`src/rtl/datapath_ctrl_pkg.sv`:
```
// Shared encodings for the datapath command sequencer: FSM states, command codes and
// the op bit understood by the inc/dec counter datapath.
package datapath_ctrl_pkg;

    typedef enum logic [1:0] {
        StIdle  = 2'b00,
        StClear = 2'b01,
        StStep  = 2'b10,
        StDone  = 2'b11
    } ctrl_state_e;

    typedef logic [1:0] cmd_code_t;

    localparam cmd_code_t CMD_CLR     = 2'b00;
    localparam cmd_code_t CMD_INC     = 2'b01;
    localparam cmd_code_t CMD_DEC     = 2'b10;
    localparam cmd_code_t CMD_DEC_SAT = 2'b11;

    localparam logic OP_INC = 1'b0;
    localparam logic OP_DEC = 1'b1;

    function automatic logic op_for(input cmd_code_t code);
        return (code == CMD_DEC || code == CMD_DEC_SAT) ? OP_DEC : OP_INC;
    endfunction

endpackage

```
`src/rtl/datapath_ctrl_if.sv`:
```
// Command handshake between a requester (top-level control or register file) and
// the datapath sequencer.
interface datapath_ctrl_if
    import datapath_ctrl_pkg::*;
#(
    parameter int unsigned CNT_W = 16
);
    logic             cmd_valid;
    logic             cmd_ready;
    cmd_code_t        cmd_code;
    logic [CNT_W-1:0] cmd_n;

    modport master (output cmd_valid, output cmd_code, output cmd_n, input cmd_ready);
    modport slave  (input cmd_valid, input cmd_code, input cmd_n, output cmd_ready);
endinterface

```
`src/rtl/datapath_ctrl.sv`:
```
// Expands one accepted command into a burst of c_ld pulses or a single c_clr pulse
// for the inc/dec counter datapath, and signals completion with a one-cycle done.
module datapath_ctrl
    import datapath_ctrl_pkg::*;
#(
    parameter int unsigned CNT_W = 16
) (
    input  logic                 clk,
    input  logic                 reset,
    datapath_ctrl_if.slave       cmd,
    output logic                 op,
    output logic                 c_ld,
    output logic                 c_clr,
    input  logic                 z,
    input  logic                 m,
    output logic                 busy,
    output logic                 done,
    output logic                 sat_hit,
    output logic [CNT_W-1:0]     steps_done
);

    ctrl_state_e      state_q, state_d;
    cmd_code_t        code_q, code_d;
    logic             op_q, op_d;
    logic             sat_q, sat_d;
    logic [CNT_W-1:0] rem_q, rem_d;
    logic [CNT_W-1:0] steps_q, steps_d;

    // Sign bit of the count is informational only; the sequencer never acts on it.
    logic unused_m;
    assign unused_m = m;

    always_ff @(posedge clk or posedge reset) begin
        if (reset) begin
            state_q <= StIdle;
            code_q  <= CMD_CLR;
            op_q    <= OP_INC;
            sat_q   <= 1'b0;
            rem_q   <= '0;
            steps_q <= '0;
        end else begin
            state_q <= state_d;
            code_q  <= code_d;
            op_q    <= op_d;
            sat_q   <= sat_d;
            rem_q   <= rem_d;
            steps_q <= steps_d;
        end
    end

    always_comb begin
        state_d = state_q;
        code_d  = code_q;
        op_d    = op_q;
        sat_d   = sat_q;
        rem_d   = rem_q;
        steps_d = steps_q;
        c_ld    = 1'b0;
        c_clr   = 1'b0;

        unique case (state_q)
            StIdle: begin
                if (cmd.cmd_valid) begin
                    code_d  = cmd.cmd_code;
                    op_d    = op_for(cmd.cmd_code);
                    rem_d   = cmd.cmd_n;
                    steps_d = '0;
                    sat_d   = 1'b0;
                    if (cmd.cmd_code == CMD_CLR) begin
                        state_d = StClear;
                    end else if (cmd.cmd_n == '0) begin
                        state_d = StDone;
                    end else begin
                        state_d = StStep;
                    end
                end
            end
            StClear: begin
                c_clr   = 1'b1;
                state_d = StDone;
            end
            StStep: begin
                // Saturating decrement stops on z before issuing the step that would wrap.
                if (code_q == CMD_DEC_SAT && z) begin
                    sat_d   = 1'b1;
                    state_d = StDone;
                end else begin
                    c_ld    = 1'b1;
                    steps_d = steps_q + CNT_W'(1);
                    rem_d   = rem_q - CNT_W'(1);
                    if (rem_q == CNT_W'(1)) begin
                        state_d = StDone;
                    end
                end
            end
            StDone: begin
                state_d = StIdle;
            end
            default: begin
                state_d = StIdle;
            end
        endcase
    end

    assign cmd.cmd_ready = (state_q == StIdle);
    assign busy          = (state_q != StIdle);
    assign done          = (state_q == StDone);
    assign op            = op_q;
    assign sat_hit       = sat_q;
    assign steps_done    = steps_q;

endmodule

```
`src/flat_wrapper.sv`:
```
// flat-port wrapper written by rule: the top's interface ports become plain ports
module datapath_ctrl_flat import datapath_ctrl_pkg::*;
#(
    parameter int unsigned CNT_W = 16
)
  (clk, reset, op, c_ld, c_clr, z, m, busy, done, sat_hit, steps_done, cmd_cmd_valid, cmd_cmd_code, cmd_cmd_n, cmd_cmd_ready);
  datapath_ctrl_if #(.CNT_W(CNT_W)) cmd_i ();
  input  logic clk;
  input  logic reset;
  output logic op;
  output logic c_ld;
  output logic c_clr;
  input  logic z;
  input  logic m;
  output logic busy;
  output logic done;
  output logic sat_hit;
  output logic [CNT_W-1:0] steps_done;
  input wire logic [$bits(cmd_i.cmd_valid)-1:0] cmd_cmd_valid;
  input wire logic [$bits(cmd_i.cmd_code)-1:0] cmd_cmd_code;
  input wire logic [$bits(cmd_i.cmd_n)-1:0] cmd_cmd_n;
  output wire logic [$bits(cmd_i.cmd_ready)-1:0] cmd_cmd_ready;
  assign cmd_i.cmd_valid = cmd_cmd_valid;
  assign cmd_i.cmd_code = cmd_cmd_code;
  assign cmd_i.cmd_n = cmd_cmd_n;
  assign cmd_cmd_ready = cmd_i.cmd_ready;
  datapath_ctrl #(.CNT_W(CNT_W)) u_core (.clk(clk), .reset(reset), .cmd(cmd_i), .op(op), .c_ld(c_ld), .c_clr(c_clr), .z(z), .m(m), .busy(busy), .done(done), .sat_hit(sat_hit), .steps_done(steps_done));
endmodule
```
`config.mk`:
```
export PLATFORM = sky130hd
export DESIGN_NAME = datapath_ctrl_flat
export DESIGN_NICKNAME = d
export VERILOG_FILES = /design/src/rtl/datapath_ctrl_pkg.sv /design/src/rtl/datapath_ctrl_if.sv /design/src/rtl/datapath_ctrl.sv /design/src/flat_wrapper.sv
export SDC_FILE = /design/constraint.sdc
export NUM_CORES = 1
export LEC_CHECK = 0
export BUFFER_PORTS_ARGS = -buffer_cell sky130_fd_sc_hd__clkbuf_2
export CORE_UTILIZATION = 54
export CTS_CLUSTER_DIAMETER = 40
export DETAILED_ROUTE_END_ITERATION = 16
export PLACE_DENSITY = 0.76
export SETUP_SLACK_MARGIN = 0.15
export SLEW_MARGIN = 20
export SYNTH_ARGS = -nofsm -noshare
export SYNTH_HDL_FRONTEND = slang
export SYNTH_SLANG_ARGS = --single-unit
```
`constraint.sdc`:
```
create_clock -name clk -period 2.75 [get_ports clk]
set_input_delay 0.55 -clock clk [delete_from_list [all_inputs] [get_ports clk]]
set_output_delay 0.55 -clock clk [all_outputs]
set_load 0.05 [all_outputs]
```
==> impl_metrics.tcl <==
set metrics [dict create \
    core_area_um2 3799 \
    setup.worst_path.end_class "output pin" \
    syn_to_final_growth_pct 18.52 \
    synth_flop_cell "dfrtp_1" \
    grt_first_pass_wirelength_mm 8.480 \
    pwr-share-clk 0.159 \
    utilization 0.6933 \
    cts_max_path_buffers 2 \
    cts_resized 0 \
    num_io_pins 46 \
    cts_num_sinks 38 \
    wl_mm 4.983 \
    setup_viol 0 \
    vias_per_cell 5.821 \
    initial_core_util 0.5850 \
    ys_seq_area_frac 0.4279 \
    fin_nets 321 \
    grt_antenna_before_repair 0 \
    slew_viol_final 0 \
    p_sw_frac 0.4684 \
    crit_type "flop to output pin" \
    netlist_area_um2 2222 \
    multi_input_comb_area_um2 1192 \
    first_iter_violations 107 \
    internal-power_uw 1573 \
    io_buffers 44 \
    setup_tns_ps 0 \
    synth_top_area_cell "dfrtp_1" \
    period_minus_slack_ps 2443 \
    start_kind "flop" \
    yosysUniqueCellTypes 43 \
    dp_hpwl_mm 3.627 \
    dieArea_um2 4376 \
    holdCritPathClass "primary input to async pin" \
    yosys_register_bits 38 \
    overflow 0 \
    grt_max_degree 39 \
    cap_violations 0 \
    cts.reportedPaths.clkPinSlew_ps 80 \
    synth-edff-count 0 \
    gp_congestion 0.7867 \
    fill_cells 313 \
    clock_latency_ps 290 \
    p_seq_frac 0.335 \
    yosysWarnings 0 \
    die_width_um 66.15 \
    post_cts_buffers 0 \
    die_y_um 66.15 \
    diodes 0 \
    power_leakage_uw 0.001232 \
    slew-limit-headroom 0.6044 \
    cts_tree "yes" \
    avgSynthCellArea_um2 9.107 \
    timing.final.crit_share 0.8883 \
    synth_area_leaders "dfrtp_1 43%, a21oi_1 5.0%, nor2_1 4.6%, ha_1 3.9%, xor2_1 3.9%" \
    syn_inst 244 \
    vias 1979 \
    drt_first_pass_iters 4 \
    postRouteAntennaNets 0 \
    cts_hold_buf 0 \
    numCtsBuffers 5 \
    grt_use_total 0.2575 \
    wl_per_cell_um 14.66 \
    yosysTopAreaCellShare 0.4279 \
    finalHoldViolCount 0 \
    drc 0 \
    rsz0062_at_grt "no" \
    synth_nets 274 \
    cts-root-buf "clkbuf_8" \
    htreeDepth 2 \
    fmax_mhz 409.3 \
    crit_path_max_fanout 9 \
    cp.required_ps 2200 \
    p_sw_uw 1386 \
    worst_slew_pin_slew_ps 577.0 \
    fin_skew_ps 7.907 \
    p_per_area_nw_per_um2 1124 \
    pwr-share-comb 0.507 \
    final_layout_size_suffix_gt1_frac 0.2295 \
    seq_area_um2 950.9 \
    num_rows 22 \
    async_flop_share 1.000 \
    grt_pass1_vias 1889 \
    outcome "finished, final reports clean" \
    irDropWorstVdd_mv 0.7049 \
    crit_arrival_ps 1890 \
]
## cells in the final DEF, fill, tap and decap left out, types with 3 or more instances in the layout
| master | synthesis | final |
|---|---|---|
| inv_1 | 8 | 8 |
| ha_1 | 7 | 7 |
| o21ai_0 | 13 | 13 |
| xor2_1 | 10 | 10 |
| xnor2_1 | 3 | 3 |
| and3_1 | 6 | 6 |
| clkbuf_2 | 0 | 43 |
| dfrtp_1 | 38 | 38 |
| o22ai_1 | 5 | 5 |
| a21o_1 | 3 | 3 |
| nand4_1 | 5 | 5 |
| buf_4 | 0 | 7 |
| a2bb2oi_1 | 3 | 3 |
| mux2i_1 | 4 | 4 |
| nor2_1 | 27 | 27 |
| and4_1 | 5 | 5 |
| nand3_1 | 10 | 10 |
| a21oi_1 | 22 | 22 |
| nor4_1 | 6 | 6 |
| nor3_1 | 4 | 4 |
| clkbuf_8 | 0 | 5 |
| o32ai_1 | 3 | 3 |
| nand2_1 | 20 | 20 |
## flip-flops by register name, summed over array words and instances, names as in the netlist
signal,cells
u_core.rem_q,16
u_core.steps_done,16
u_core.code_q,2
u_core.state_q,2
u_core.op,1
u_core.sat_hit,1
## Yosys cell counts (3+ instances only)
| cell type | number |
|---|---|
| nor3_1 | 4 |
| a21oi_1 | 22 |
| mux2i_1 | 4 |
| a2bb2oi_1 | 3 |
| nand4_1 | 5 |
| o32ai_1 | 3 |
| nor4_1 | 6 |
| dfrtp_1 | 38 |
| a21o_1 | 3 |
| nand2_1 | 20 |
| buf_2 | 3 |
| xnor2_1 | 3 |
| nor2_1 | 27 |
| and4_1 | 5 |
| clkbuf_1 | 8 |
| inv_1 | 8 |
| nand3_1 | 10 |
| o21ai_0 | 13 |
| ha_1 | 7 |
| xor2_1 | 10 |
| and3_1 | 6 |
| o22ai_1 | 5 |
## critical path, stage by stage, from the launching register on
cell and delay (ps):
dfrtp_1 410, inv_1 90, ha_1 240, clkinv_1 280, nor2_1 390, buf_12 190
## cells by family after synthesis
kind of cell / after synthesis / share of synthesized area
and+or+nand+nor: 98 / 0.2416
muxes: 7 / 0.03322
buffers and inverters: 20 / 0.03547
adders and majority gates: 7 / 0.03941
DFF: 38 / 0.4279
AOI/OAI and AO/OA: 61 / 0.1712
xor gates and xnor gates: 13 / 0.05124
## power groups by stage
| stage | registers, µW | logic, µW | clock network [µW] |
|---|---|---|---|
| floorplan | 1060 | 1030 | 0 |
| global placement | 984 | 1460 | 0 |
| detailed placement | 992 | 1500 | 0 |
| CTS | 985 | 1510 | 477 |
| global route | 1020 | 1670 | 504 |
| finish | 990 | 1500 | 469 |
## cell type report
class	count	share of cell area
clock buffers	5	0.02613
inverters	9	0.01283
multi-input cells	186	0.4527
well taps	48	0.02280
repair buffers	51	0.1093
flip-flops and latches	38	0.3610
clock inverters	3	0.01520
## path summary, 6_finish.rpt
check                                                     to  slack (ps)                           from  cells after the start
setup reg to reg                 u_core.rem_q[2]$_DFFE_PP0P_         460  u_core.state_q[0]$_DFFE_PP0P_                      8
hold / removal             u_core.steps_done[10]$_DFFE_PP0P_         340                          reset                      3
setup / recovery                                        c_ld         310  u_core.state_q[0]$_DFFE_PP0P_                      5
max in group asynchronous       u_core.rem_q[11]$_DFFE_PP0P_        2060                          reset                      3
min in group clk                u_core.code_q[1]$_DFFE_PP0P_         500   u_core.code_q[1]$_DFFE_PP0P_                      1
hold reg to reg                 u_core.code_q[1]$_DFFE_PP0P_         500   u_core.code_q[1]$_DFFE_PP0P_                      1
## stage by stage
| stage | setup WS, ps | cell area (µm²) | hold slack, ps | std cells | power, µW |
|---|---|---|---|---|---|
| after floorplan | 279.5 | 2222 | 456.1 | 244 | 2095 |
| after global placement | 558.3 | 2525 | 468.3 | 332 | 2446 |
| after detailed placement | 517.5 | 2525 | 481.6 | 332 | 2491 |
| after CTS | 262.6 | 2634 | 356.1 | 340 | 2969 |
| after global routing | 156.8 | 2634 | 397.9 | 340 | 3196 |
| final | 307.1 | 2634 | 342.0 | 340 | 2960 |
## per-layer routing
layer	wire [µm]	vias up	global-route usage
met1	2325	941	0.3275
met3	205	8	0.04828
li1	-	983	-
met4	48	0	0.1170
met5	0	-	0
met2	2403	47	0.4222
Power figures use the tool's default switching activity.
